[src/rtl/riscv_pkg.sv]
// rtl/riscv_pkg.sv - shared RV32I types and constants for the fetch front end and decoder
package riscv_pkg;

  localparam int          XLEN     = 32;
  localparam logic [31:0] NOP_INST = 32'h0000_0013;  // addi x0, x0, 0

  localparam logic [6:0] OPC_LUI      = 7'b0110111;
  localparam logic [6:0] OPC_AUIPC    = 7'b0010111;
  localparam logic [6:0] OPC_JAL      = 7'b1101111;
  localparam logic [6:0] OPC_JALR     = 7'b1100111;
  localparam logic [6:0] OPC_BRANCH   = 7'b1100011;
  localparam logic [6:0] OPC_LOAD     = 7'b0000011;
  localparam logic [6:0] OPC_STORE    = 7'b0100011;
  localparam logic [6:0] OPC_OP_IMM   = 7'b0010011;
  localparam logic [6:0] OPC_OP       = 7'b0110011;
  localparam logic [6:0] OPC_MISC_MEM = 7'b0001111;
  localparam logic [6:0] OPC_SYSTEM   = 7'b1110011;

  typedef enum logic {RUN, FAULT} fetch_state_e;

  typedef struct packed {
    logic [XLEN-1:0] pc;
    logic [XLEN-1:0] inst;
  } fetch_entry_t;

endpackage

[src/rtl/fetch_buffer.sv]
// rtl/fetch_buffer.sv - synchronous FIFO of fetched {pc, inst} entries with flush
module fetch_buffer
  import riscv_pkg::*;
#(
  parameter int DEPTH = 2
) (
  input  logic                   clk,
  input  logic                   resetn,
  input  logic                   flush,
  input  logic                   push,
  input  fetch_entry_t           push_data,
  input  logic                   pop,
  output fetch_entry_t           head,
  output logic [$clog2(DEPTH):0] count,
  output logic                   empty,
  output logic                   full
);

  localparam int AW = $clog2(DEPTH);

  fetch_entry_t  mem [DEPTH];
  logic [AW-1:0] wr_ptr;
  logic [AW-1:0] rd_ptr;
  logic          do_push;
  logic          do_pop;

  assign empty   = (count == '0);
  assign full    = (count == (AW + 1)'(DEPTH));
  assign do_pop  = pop && !empty;
  // A pop frees the head slot in the same cycle, so a full buffer can still take a push.
  assign do_push = push && (!full || do_pop);
  assign head    = mem[rd_ptr];

  // Entry storage; no reset needed since only slots below count are ever presented.
  always_ff @(posedge clk) begin
    if (do_push && !flush) begin
      mem[wr_ptr] <= push_data;
    end
  end

  // Pointers and occupancy; flush empties the buffer and overrides any same-cycle push or pop.
  always_ff @(posedge clk or negedge resetn) begin
    if (!resetn) begin
      wr_ptr <= '0;
      rd_ptr <= '0;
      count  <= '0;
    end else if (flush) begin
      wr_ptr <= '0;
      rd_ptr <= '0;
      count  <= '0;
    end else begin
      if (do_push) wr_ptr <= wr_ptr + 1'b1;
      if (do_pop)  rd_ptr <= rd_ptr + 1'b1;
      count <= count + (AW + 1)'(do_push) - (AW + 1)'(do_pop);
    end
  end

  a_no_overflow:  assert property (@(posedge clk) disable iff (!resetn) push |-> (!full || pop));
  a_no_underflow: assert property (@(posedge clk) disable iff (!resetn) pop |-> !empty);

endmodule

[src/rtl/instr_fetch_unit.sv]
// rtl/instr_fetch_unit.sv - RV32I fetch front end: PC, credit-limited imem requests, redirect/flush
module instr_fetch_unit
  import riscv_pkg::*;
#(
  parameter logic [31:0] RESET_PC  = 32'h0000_0000,
  parameter int          BUF_DEPTH = 2
) (
  input  logic            clk,
  input  logic            resetn,
  output logic            imem_req_valid,
  input  logic            imem_req_ready,
  output logic [XLEN-1:0] imem_req_addr,
  input  logic            imem_rsp_valid,
  input  logic [XLEN-1:0] imem_rsp_data,
  input  logic            redirect_valid,
  input  logic [XLEN-1:0] redirect_pc,
  output logic            inst_valid,
  input  logic            inst_ready,
  output logic [XLEN-1:0] inst,
  output logic [XLEN-1:0] inst_pc,
  output logic            fetch_fault
);

  localparam int          CW      = $clog2(BUF_DEPTH) + 1;
  localparam logic [CW:0] DEPTH_W = (CW + 1)'(BUF_DEPTH);

  fetch_state_e    state;
  logic [XLEN-1:0] fetch_pc;
  logic [XLEN-1:0] rsp_pc;
  logic [CW-1:0]   in_flight;
  logic [CW-1:0]   in_flight_nxt;
  logic [CW-1:0]   drop_cnt;
  logic [CW-1:0]   count;
  logic            credit_ok;
  logic            req_fire;
  logic            push;
  logic            pop;
  logic            buf_empty;
  logic            buf_full;
  fetch_entry_t    head;
  fetch_entry_t    push_entry;

  // Dropped-but-outstanding requests still hold credit, so the buffer can never overflow.
  assign credit_ok      = ({1'b0, in_flight} + {1'b0, count}) < DEPTH_W;
  // Gating with resetn keeps the request quiet while reset is held.
  assign imem_req_valid = resetn && (state == RUN) && !redirect_valid && credit_ok;
  assign imem_req_addr  = fetch_pc;
  assign req_fire       = imem_req_valid && imem_req_ready;
  assign in_flight_nxt  = in_flight + CW'(req_fire) - CW'(imem_rsp_valid);

  assign push       = imem_rsp_valid && (drop_cnt == '0) && !redirect_valid;
  assign push_entry = '{pc: rsp_pc, inst: imem_rsp_data};

  assign inst_valid = !buf_empty && (state == RUN);
  assign pop        = inst_valid && inst_ready;
  assign inst       = inst_valid ? head.inst : NOP_INST;
  assign inst_pc    = inst_valid ? head.pc : rsp_pc;

  fetch_buffer #(
    .DEPTH (BUF_DEPTH)
  ) u_fetch_buffer (
    .clk       (clk),
    .resetn    (resetn),
    .flush     (redirect_valid),
    .push      (push),
    .push_data (push_entry),
    .pop       (pop),
    .head      (head),
    .count     (count),
    .empty     (buf_empty),
    .full      (buf_full)
  );

  // PC and credit bookkeeping; a redirect marks every request still outstanding after this cycle as stale.
  always_ff @(posedge clk or negedge resetn) begin
    if (!resetn) begin
      fetch_pc  <= RESET_PC;
      rsp_pc    <= RESET_PC;
      in_flight <= '0;
      drop_cnt  <= '0;
    end else begin
      in_flight <= in_flight_nxt;
      if (redirect_valid) begin
        fetch_pc <= redirect_pc;
        rsp_pc   <= redirect_pc;
        drop_cnt <= in_flight_nxt;
      end else begin
        if (req_fire) fetch_pc <= fetch_pc + 32'd4;
        if (push)     rsp_pc   <= rsp_pc + 32'd4;
        if (imem_rsp_valid && (drop_cnt != '0)) drop_cnt <= drop_cnt - 1'b1;
      end
    end
  end

  // Fetch FSM: a misaligned redirect parks the unit in FAULT until an aligned redirect arrives.
  always_ff @(posedge clk or negedge resetn) begin
    if (!resetn) begin
      state       <= RUN;
      fetch_fault <= 1'b0;
    end else if (redirect_valid) begin
      if (redirect_pc[1:0] != 2'b00) begin
        state       <= FAULT;
        fetch_fault <= 1'b1;
      end else begin
        state       <= RUN;
        fetch_fault <= 1'b0;
      end
    end
  end

  a_rsp_expected: assert property (@(posedge clk) disable iff (!resetn) imem_rsp_valid |-> (in_flight != '0));
  a_credit:       assert property (@(posedge clk) disable iff (!resetn) ({1'b0, in_flight} + {1'b0, count}) <= DEPTH_W);
  a_drop_bound:   assert property (@(posedge clk) disable iff (!resetn) drop_cnt <= in_flight);
  a_full_stall:   assert property (@(posedge clk) disable iff (!resetn) buf_full |-> !imem_req_valid);

endmodule

[config.mk]
export PLATFORM = sky130hd
export DESIGN_NAME = instr_fetch_unit
export DESIGN_NICKNAME = d
export VERILOG_FILES = /design/src/rtl/riscv_pkg.sv /design/src/rtl/fetch_buffer.sv /design/src/rtl/instr_fetch_unit.sv
export SDC_FILE = /design/constraint.sdc
export NUM_CORES = 1
export LEC_CHECK = 0
export CORE_MARGIN = 5
export CORE_UTILIZATION = 53
export DETAILED_ROUTE_END_ITERATION = 16
export GPL_TIMING_DRIVEN = 0
export PLACE_DENSITY_LB_ADDON = 0.05
export SKIP_CTS_REPAIR_TIMING = 1
export SYNTH_ARGS = -nofsm -noshare
export SYNTH_HDL_FRONTEND = slang
export SYNTH_HIERARCHICAL = 1
export SYNTH_SLANG_ARGS = --single-unit
export TNS_END_PERCENT = 1
[constraint.sdc]
create_clock -name clk -period 9.3 [get_ports clk]
set_input_delay 2.79 -clock clk [delete_from_list [all_inputs] [get_ports clk]]
set_output_delay 2.79 -clock clk [all_outputs]
set_load 0.1 [all_outputs]
After elaboration in Yosys (flattened, before gate mapping)
Memories as Yosys holds them, arrays and structs flattened.
Index checks and enable logic that the tools add are counted.
{"block": "word_totals", "ff_bits": 73, "ram_bits": 128, "inputBits": 70, "word_cells": 63, "n_memories": 1}
{"memory": "u_fetch_buffer.mem", "depth": 2, "width": 64, "read_ports": 1, "rd_ports_with_merged_regs": 0, "wr": 1, "line": "fetch_buffer.sv:21", "source": "fetch_entry_t mem [DEPTH];"}
{"block": "op_classes", "n_addsub": 10, "magnitude_cmp": 1, "n_eq_ne": 1, "mux": 16, "bitwise_logic": 1, "n_reduce_logical": 25}
{"cell": "2-to-1 mux 32 bit", "n": 6}
{"cell": "adder 32 x 3 -> 32 bit (second input constant)", "n": 2}
{"cell": "nonzero test 2 bit", "n": 7}
{"cell": "logical AND 1 bit", "n": 12}
{"cell": "2-to-1 mux 1 bit", "n": 7}
{"cell": "2-to-1 mux 2 bit", "n": 3}
{"cell": "adder 2 x 1 -> 2 bit", "n": 2}
{"cell": "zero test 2 bit", "n": 2}
{"cell": "subtractor 2 x 1 -> 2 bit", "n": 2}
{"cell": "adder 2 x 2 -> 3 bit", "n": 1}
{"cell": "zero test 1 bit", "n": 3}
{"cell": "less-than comparator 3 x 2 -> 1 bit (second input constant)", "n": 1}
{"cell": "adder 1 bit (second input constant)", "n": 2}
{"cell": "equality test 2 bit (second input constant)", "n": 1}
{"cell": "subtractor 2 x 1 -> 2 bit (second input constant)", "n": 1}
{"cell": "logical OR 1 bit", "n": 1}
{"cell": "inverter 1 bit", "n": 1}

Logic depth before layout (Yosys ltp)
{"block": "logic_depth", "word_depth": 10, "depth_mapped": 13}

Cells and area by module
The synthesis kept the hierarchy.
{"module": "fetch_buffer", "n_inst": 1, "cells_per_inst": 228, "area_each_um2": 4902.2, "seq_area_each_um2": 3943.8}
{"module": "instr_fetch_unit", "n_inst": 1, "cells_per_inst": 486, "area_each_um2": 4414.2, "seq_area_each_um2": 1726.7}

Worst setup path before layout
OpenSTA, ideal clock, no wires.
{"block": "synth_path", "path_type": "input -> register", "startpoint": "input port redirect_valid", "endpoint": "memory u_fetch_buffer/mem[1][0] in the netlist's numbering (enable)", "setup_ns": 0.578, "t_arrival_ns": 8.468, "setup_slack_ns": 0.255, "stages": 6, "path_buffers": 3, "cell_sequence": "buf_2 > buf_1 > clkbuf_1 > nor2_1 > o21ai_2 > nor3b_1"}
{"block": "synth_between", "elab_chain_len": 6}
{"item": "start, declared", "line": "instr_fetch_unit.sv:15", "source": "input logic redirect_valid,"}
{"item": "zero test 1 bit", "line": "instr_fetch_unit.sv:51", "source": "assign push = imem_rsp_valid && (drop_cnt == '0) && !redirect_valid;"}
{"item": "logical AND 1 bit", "line": "instr_fetch_unit.sv:51"}
{"item": "net push", "line": "instr_fetch_unit.sv:36", "source": "logic push;"}
{"item": "logical AND 1 bit", "line": "fetch_buffer.sv:31", "source": "assign do_push = push && (!full || do_pop);"}
{"item": "logical AND 1 bit", "line": "fetch_buffer.sv:36", "source": "if (do_push && !flush) begin"}
{"item": "2-to-1 mux 1 bit", "line": "fetch_buffer.sv:36"}
{"item": "2-to-1 mux 1 bit (not written as such)", "line": "fetch_buffer.sv:37", "source": "mem[wr_ptr] <= push_data;"}
{"item": "end, declared", "line": "fetch_buffer.sv:21"}
The timed path passes the listed nets, and every way through them passes these cells.

Worst setup path after layout
{"block": "layout_path", "startpoint": "input port redirect_valid", "endpoint": "output port imem_req_valid"}
{"block": "layout_between", "elab_chain_len": 3}
{"item": "zero test 1 bit", "line": "instr_fetch_unit.sv:46", "source": "assign imem_req_valid = resetn && (state == RUN) && !redirect_valid && credit_ok;"}
{"item": "logical AND 1 bit (2 in a row)", "line": "instr_fetch_unit.sv:46"}
{"item": "end, declared", "line": "instr_fetch_unit.sv:10", "source": "output logic imem_req_valid,"}
No other way between the ends.

==> results.yml <==
place:
  pre_cts_ws_ps: 1320
  io_buffers: 168
  dp.cells: 1119
  place_area_um2: 11400
  place_hpwl_mm: 17.2
  globalplace.congestion: 0.891
die:
  dieArea_um2: 20300
  coreArea_um2: 17300
  start_util_pct: 53.8
  placementRows: 48
  ios: 169
  fp.dieW_um: 143
  chipHeight_um: 143
critical_path:
  required_ps: 6510
  path_cells: "clkdlybuf4s50_1, buf_2, nor2_1, and3_1, clkdlybuf4s50_1"
  crit_top_cell: "clkdlybuf4s50_1"
  crit_buf_inv: 3
  critPathLaunchType: "input port"
  critical-path-top-delay-family: "buffers and inverters"
  arrival_ps: 5200
  critPathKind: "in2out"
  critPathMaxFanout: 9
  slowest_delay_ps: 1130
  cp_slowest_cell: "clkdlybuf4s50_1"
  cp-end-kind: "output pin"
pwr:
  peakVddDrop_uv: 130
  leakage_uw: 0.00439
  power_uw: 2390
  p_per_area_nw_per_um2: 197
global_route:
  grt-ovfl-total: 0
  antenna_found_initial: 0
  grt_max_degree: 63
  grt_pass1_vias: 6792
  grtUsageTotal_pct: 22.7
  grt_pass1_wl_mm: 36.6
timing:
  fin_hold_ws_ps: 476
  fin_ws_ps: 1310
  hold_violations: 0
  period_share_pct: 85.9
  min_period_ps: 7990
  finalClockSkew_ps: 17.7
  rsz0062_at_grt: "false"
  finalMaxSlewViolations: 0
  relSlewSlack_pct: 30.8
  fmax_ghz: 0.125
  setup_viol: 0
  worst_slew_pin_slew_ps: 1030
clocking:
  root_buffer: "clkbuf_16"
  clk_pin_slew_ps: 60
  clock_latency_ps: 490
  cts_tree: "built"
  clk_path_buf_depth: 3
  htree_levels: 1
  clock_sinks: 201
  numCtsBuffers: 22
yosys:
  syn_area_um2: 9310
  syn_nets: 790
  syn-instance-count: 713
  synth_area_per_cell_um2: 13.1
  yosys_warnings: 6
min_path:
  hp-class: "reg2reg"
route:
  ant_nets: 0
  viasPerCell: 5.74
  drc: 0
  avgRoutedWirePerCell_um: 20.2
  drt_first_iter_violations: 372
  dr_total_vias: 6649
  drt-pass1-iter-count: 5
  drt-total-wl_mm: 23.4
cells_and_area:
  diodes: 0
  fillCellCount: 1186
  nNetsFinal: 995
  layout-drive-gt1-share_pct: 13.9
  syn_to_final_growth_pct: 30.3
  stdcell_area_um2: 12100
  final_cells: 1159
run:
  maxCapViolCount: 0
outcome:
  status: "finished, final reports clean"
==> per-stage QoR <==
stage | setup TNS, ps | util (%)
2_1_floorplan | 0 | -
3_3_place_gp | -404410 | 65.2
3_5_place_dp | 0 | 66.2
4_1_cts | 0 | 70.1
5_1_grt | 0 | 70.1
6_report | 0 | 70.1
==> layer usage <==
metal | up-vias | routed length [µm] | global-route usage (%)
met5 | - | 0 | 0
met4 | 0 | 339 | 5.05
met3 | 30 | 1510 | 3.46
met2 | 260 | 11500 | 38.0
met1 | 3271 | 10000 | 31.8
li1 | 3088 | - | -
==> area by class of cell <==
type | instances | area (µm²) | area share [%]
Buffer | 28 | 159 | 1.31
Clock buffer | 30 | 612 | 5.04
Clock inverter | 10 | 75.1 | 0.619
Inverter | 14 | 52.6 | 0.433
Multi-Input combinational cell | 470 | 3440 | 28.4
Sequential cell | 201 | 5670 | 46.7
Tap cell | 225 | 282 | 2.32
Timing Repair Buffer | 181 | 1840 | 15.2
==> path summary, 6_finish.rpt <==
| path | startpoint | end | slack, ps | depth (start not counted) |
|---|---|---|---|---|
| worst max-delay path | redirect_valid | imem_req_valid | 1310 | 5 |
| worst min-delay path | rsp_pc[1] | u_fetch_buffer/mem[1][33] | 480 | 0 |
| worst max register to register | u_fetch_buffer/count[1] | u_fetch_buffer/mem[1][17] | 5390 | 10 |
| worst min register to register | rsp_pc[1] | u_fetch_buffer/mem[1][33] | 480 | 0 |
| max in group asynchronous | resetn | imem_req_addr[7] | 6560 | 2 |
| min in group asynchronous | resetn | in_flight[1] | 2150 | 1 |
==> cells in the final DEF (no fill, tap or decap), types with 7 or more instances in the layout <==
master             n
or4_1              8
mux2_2            44
dfrtp_1           73
buf_2              7
clkbuf_16         23
o211ai_1          19
nand3_1           25
o21ai_0           50
edfxtp_1         128
xor2_1            18
nand2_1           62
inv_1             13
mux2_1            51
nand4_1           20
o311ai_0           8
and3_1            10
and2_1            34
clkdlybuf4s50_1  167
clkbuf_1          18
xnor2_1           15
buf_6             14
nor2_1            25
==> flip-flops by register name, summed over array words and instances (netlist names) <==
register / count
in_flight: 2
u_fetch_buffer/count: 2
state: 1
u_fetch_buffer/rd_ptr: 1
rsp_pc: 32
u_fetch_buffer/wr_ptr: 1
imem_req_addr: 32
u_fetch_buffer/mem: 128
drop_cnt: 2
==> power by group <==
group          internal [µW]  switching (µW)  leakage (µW)
registers               1020            60.7       0.00205
clock network            488             330      0.000339
logic                    149             346       0.00201
(Power assumes the default switching activity.)
==> edit 1, RTL diff (same flow settings) <==
Set the package constant `XLEN` to 16 (it was 32).
--- a/src/rtl/riscv_pkg.sv
+++ b/src/rtl/riscv_pkg.sv
@@ -3,3 +3,3 @@
 
-  localparam int          XLEN     = 32;
+  localparam int          XLEN     = 16;
   localparam logic [31:0] NOP_INST = 32'h0000_0013;  // addi x0, x0, 0
Ports: changed (5 resized); port bits go from 169 to 89. No check against the original RTL was run, so the function may have changed too.
==> edit 1 against the original RTL <==
- worst setup slack lost 0.15 ns
- highest routed layer unchanged
- wire length shrank 55%
- combinational power shrank 35%
- area after synthesis shrank 47%
- cell area shrank 49%
- power shrank 51%
- critical path type unchanged
- sequential cell count shrank 96
- sequential power shrank 47%
==> edit 1: results <==
[status]
status = complete, no violations

[routing]
dr_wl_met2_um = 5150
firstDrtPassIters = 4
wire_per_inst_um = 17.6
via_count = 3262
wl_met1_um = 4690
drtIter0Drc = 136
dr_wl_met3_um = 417

[grt]
antenna_found_initial = 0
track_usage_pct = 19.1
grt_pass1_wl_um = 16600
grt_max_degree = 33

[finish]
largest_reg_flops = 64
layout.nets = 521
drive_gt1_share_pct = 21.0
regMostFlops = u_fetch_buffer/mem
antennaDiodeCount = 0
fillers = 709

[worst_setup_path]
critPathArrivalTime_ns = 5.35
cp_max_fo = 10

[clock_network]
cts.clk_slew.worst_paths_ns = 0.10
clk_latency_ns = 0.36
cts_max_path_buffers = 2
cts_buffers = 9
cts-root-buf = clkbuf_8
htreeDepth = 3

[power_and_ir_drop]
peakVddDrop_mv = 0.109
p_leak_nw = 2.25

[placed_design]
place_hpwl_um = 7710
gp_congestion = 0.860
io_buffer_count = 88

[timing]
worst_pin_slew_ns = 1.01
clock_skew_ns = 0.0117

[logic_synthesis]
synth_nets = 415

[min_path]
min-delay-path-class = register to register
## edit 1: routing by layer
| metal | global-route usage [%] | vias up |
|---|---|---|
| met5 | 0 | - |
| met4 | 6.57 | 0 |
| met1 | 24.9 | 1596 |
| met3 | 4.13 | 10 |
| li1 | - | 1572 |
| met2 | 31.7 | 84 |
## edit 1: final timing paths
check / from / to / slack, ns / depth (start not counted)
setup / recovery: redirect_valid / imem_req_valid / 1.16 / 6
min in group asynchronous: resetn / drop_cnt[0]$_DFFE_PN0P_ / 2.31 / 1
max in group asynchronous: resetn / rsp_pc[15]$_DFFE_PN0N_ / 6.52 / 2
hold reg to reg: rsp_pc[1]$_DFFE_PN0P_ / u_fetch_buffer/mem[1][17]$_DFFE_PP_ / 0.48 / 0
hold / removal: rsp_pc[1]$_DFFE_PN0P_ / u_fetch_buffer/mem[1][17]$_DFFE_PP_ / 0.48 / 0
setup reg to reg: u_fetch_buffer/count[1]$_DFF_PN0_ / u_fetch_buffer/mem[0][25]$_DFFE_PP_ / 5.82 / 8
## edit 1: worst max-delay path: stages
cell	delay [ns]
clkdlybuf4s50_1	0.59
buf_2	0.28
nor2_2	0.18
buf_4	0.21
and3_1	0.16
clkdlybuf4s50_1	1.13
## edit 1: cell type report
type	count	area, µm²	share of cell area (%)
flip-flops and latches	105	2950	47.4
multi-input cells	238	1860	29.9
repair buffers	95	963	15.5
well taps	111	139	2.23
clock buffers	9	124	1.99
clock inverters	7	67.6	1.09
plain buffers	14	66.3	1.07
inverters	13	48.8	0.785
## edit 1: where the power goes
part	switching, mW	internal, mW	leakage [nW]
registers	0.0341	0.536	1.06
logic	0.216	0.107	1.09
clock network	0.155	0.124	0.0913
## edit 1: through the flow
| stage | power [mW] | setup slack [ns] | instances | area [µm²] | hold WS (ns) |
|---|---|---|---|---|---|
| 4_1_cts | 1.18 | 1.15 | 592 | 6220 | 0.484 |
| 2_1_floorplan | 0.810 | 2.24 | 370 | 4910 | 0.442 |
| 6_report | 1.17 | 1.16 | 592 | 6220 | 0.484 |
| 3_3_place_gp | 0.895 | 0.308 | 569 | 5930 | 0.447 |
| 3_5_place_dp | 0.905 | 1.14 | 576 | 6030 | 0.459 |
| 5_1_grt | 1.23 | 1.05 | 592 | 6220 | 0.511 |
==> edit 2, RTL diff (same flow settings) <==
Without the edit above. Make the reset (`resetn`) synchronous in 3 clocked blocks.
--- a/src/rtl/fetch_buffer.sv
+++ b/src/rtl/fetch_buffer.sv
@@ -41,3 +41,3 @@
   // Pointers and occupancy; flush empties the buffer and overrides any same-cycle push or pop.
-  always_ff @(posedge clk or negedge resetn) begin
+  always_ff @(posedge clk) begin
     if (!resetn) begin
--- a/src/rtl/instr_fetch_unit.sv
+++ b/src/rtl/instr_fetch_unit.sv
@@ -74,3 +74,3 @@
   // PC and credit bookkeeping; a redirect marks every request still outstanding after this cycle as stale.
-  always_ff @(posedge clk or negedge resetn) begin
+  always_ff @(posedge clk) begin
     if (!resetn) begin
@@ -95,3 +95,3 @@
   // Fetch FSM: a misaligned redirect parks the unit in FAULT until an aligned redirect arrives.
-  always_ff @(posedge clk or negedge resetn) begin
+  always_ff @(posedge clk) begin
     if (!resetn) begin
Behaviour: differs if resetn is asserted again (counterexample within 4 cycles, from zero or initial values and one cycle with resetn low); with resetn held inactive, the same outputs for 4 cycles.
==> edit 2 against the original RTL <==
- area after synthesis fell by 1.1%
- critical endpoint unchanged
- sequential share of layout area decreased by 2.3 points
- worst setup slack worse by 0.021 ns
- wire length grew 5.1%
- cell area is 1.2% lower
- power decreased by 8.9%
- sequential cell count up 1
- highest routed layer unchanged
- first-iteration DRC count increased by 19%
- global-route usage rose by 1.6 points
- clock power barely moved
- largest cell class unchanged
==> edit 2: results <==
[finish]
sh_seq_area_pct = 44.4
seq_cells = 202
clock_area_share_pct = 5.60
layout.nets = 1060
drive_gt1_share_pct = 15.3
signal_buffers = 223
clkbuf_count = 26
multi_input_area_mm2 = 0.00364
regMostFlops = u_fetch_buffer/mem
nMultiInputCombCells = 518
largest_reg_flops = 128
fillers = 1255
inverters_excl_clock = 17
signal_buffer_area_fraction_pct = 16.7

[floorplan]
core_area_mm2 = 0.0172

[routing]
vias_per_cell = 5.75
via_count = 7024
drtIter0Drc = 444
firstDrtPassIters = 5
wl_um = 24600

[timing]
relSlewSlack_pct = 30.1
clock_skew_ns = 0.0195

[worst_setup_path]
cp_max_fo = 6
timing.critical_path.slowest_cell_delay_ns = 1.21
reg2regPathDepth = 13

[grt]
track_usage_pct = 24.4
grt_pass1_wl_um = 39000
grt_max_degree = 16
grt_pass1_vias = 7233
antenna_found_initial = 0

[placed_design]
dpl_cell_area_mm2 = 0.0113
gp_congestion = 0.882
place_hpwl_um = 18100
dp.cells = 1185

[power_and_ir_drop]
peakVddDrop_mv = 0.136
p_leak_nw = 4.03

[logic_synthesis]
netlist_instances = 780
synth_nets = 857

[clock_network]
cts_buffers = 21
clk_latency_ns = 0.49
cts-root-buf = clkbuf_16

[status]
status = complete, no violations
==> edit 2: report_power, final <==
| group | internal [mW] | total (mW) | switching, mW |
|---|---|---|---|
| combinational | 0.105 | 0.336 | 0.231 |
| sequential | 0.988 | 1.02 | 0.0349 |
| clock | 0.481 | 0.820 | 0.339 |
| total | 1.57 | 2.18 | 0.605 |
==> edit 2: final timing paths <==
path | end | start | slack, ns
setup / recovery | imem_req_valid | redirect_valid | 1.29
hold / removal | u_fetch_buffer/mem[1][36]$_DFFE_PP_ | rsp_pc[4]$_SDFFE_PN0N_ | 0.47
setup reg to reg | drop_cnt[1]$_SDFFE_PN0P_ | u_fetch_buffer/count[0]$_SDFF_PP0_ | 5.72
hold reg to reg | u_fetch_buffer/mem[1][36]$_DFFE_PP_ | rsp_pc[4]$_SDFFE_PN0N_ | 0.47
==> edit 2: layer usage <==
| metal | share of wire, % | wire length, µm | track usage, % | vias up |
|---|---|---|---|---|
| li1 | - | - | - | 3318 |
| met1 | 43 | 10500 | 32.9 | 3377 |
| met2 | 48 | 11800 | 40.3 | 286 |
| met3 | 6.9 | 1690 | 4.48 | 43 |
| met4 | 2.5 | 622 | 7.53 | 0 |
| met5 | 0 | 0 | 0 | - |
==> edit 2: metrics by stage <==
stage | setup WS (ns) | utilization (%) | setup TNS (ns) | power [mW]
detailed placement | 1.28 | 65.9 | 0 | 1.38
floorplan | 0.555 | - | 0 | 1.26
global route | 1.16 | 69.8 | 0 | 2.26
global placement | -2.87 | 65.0 | -366.66 | 1.37
finish | 1.29 | 69.8 | 0 | 2.18
CTS | 1.27 | 69.8 | 0 | 2.19
==> edit 2: worst max-delay path, delay by kind of cell <==
kind / cells / cell delay (ns)
buffers and inverters: 2 / 1.73
AND/OR/NAND/NOR: 2 / 0.69
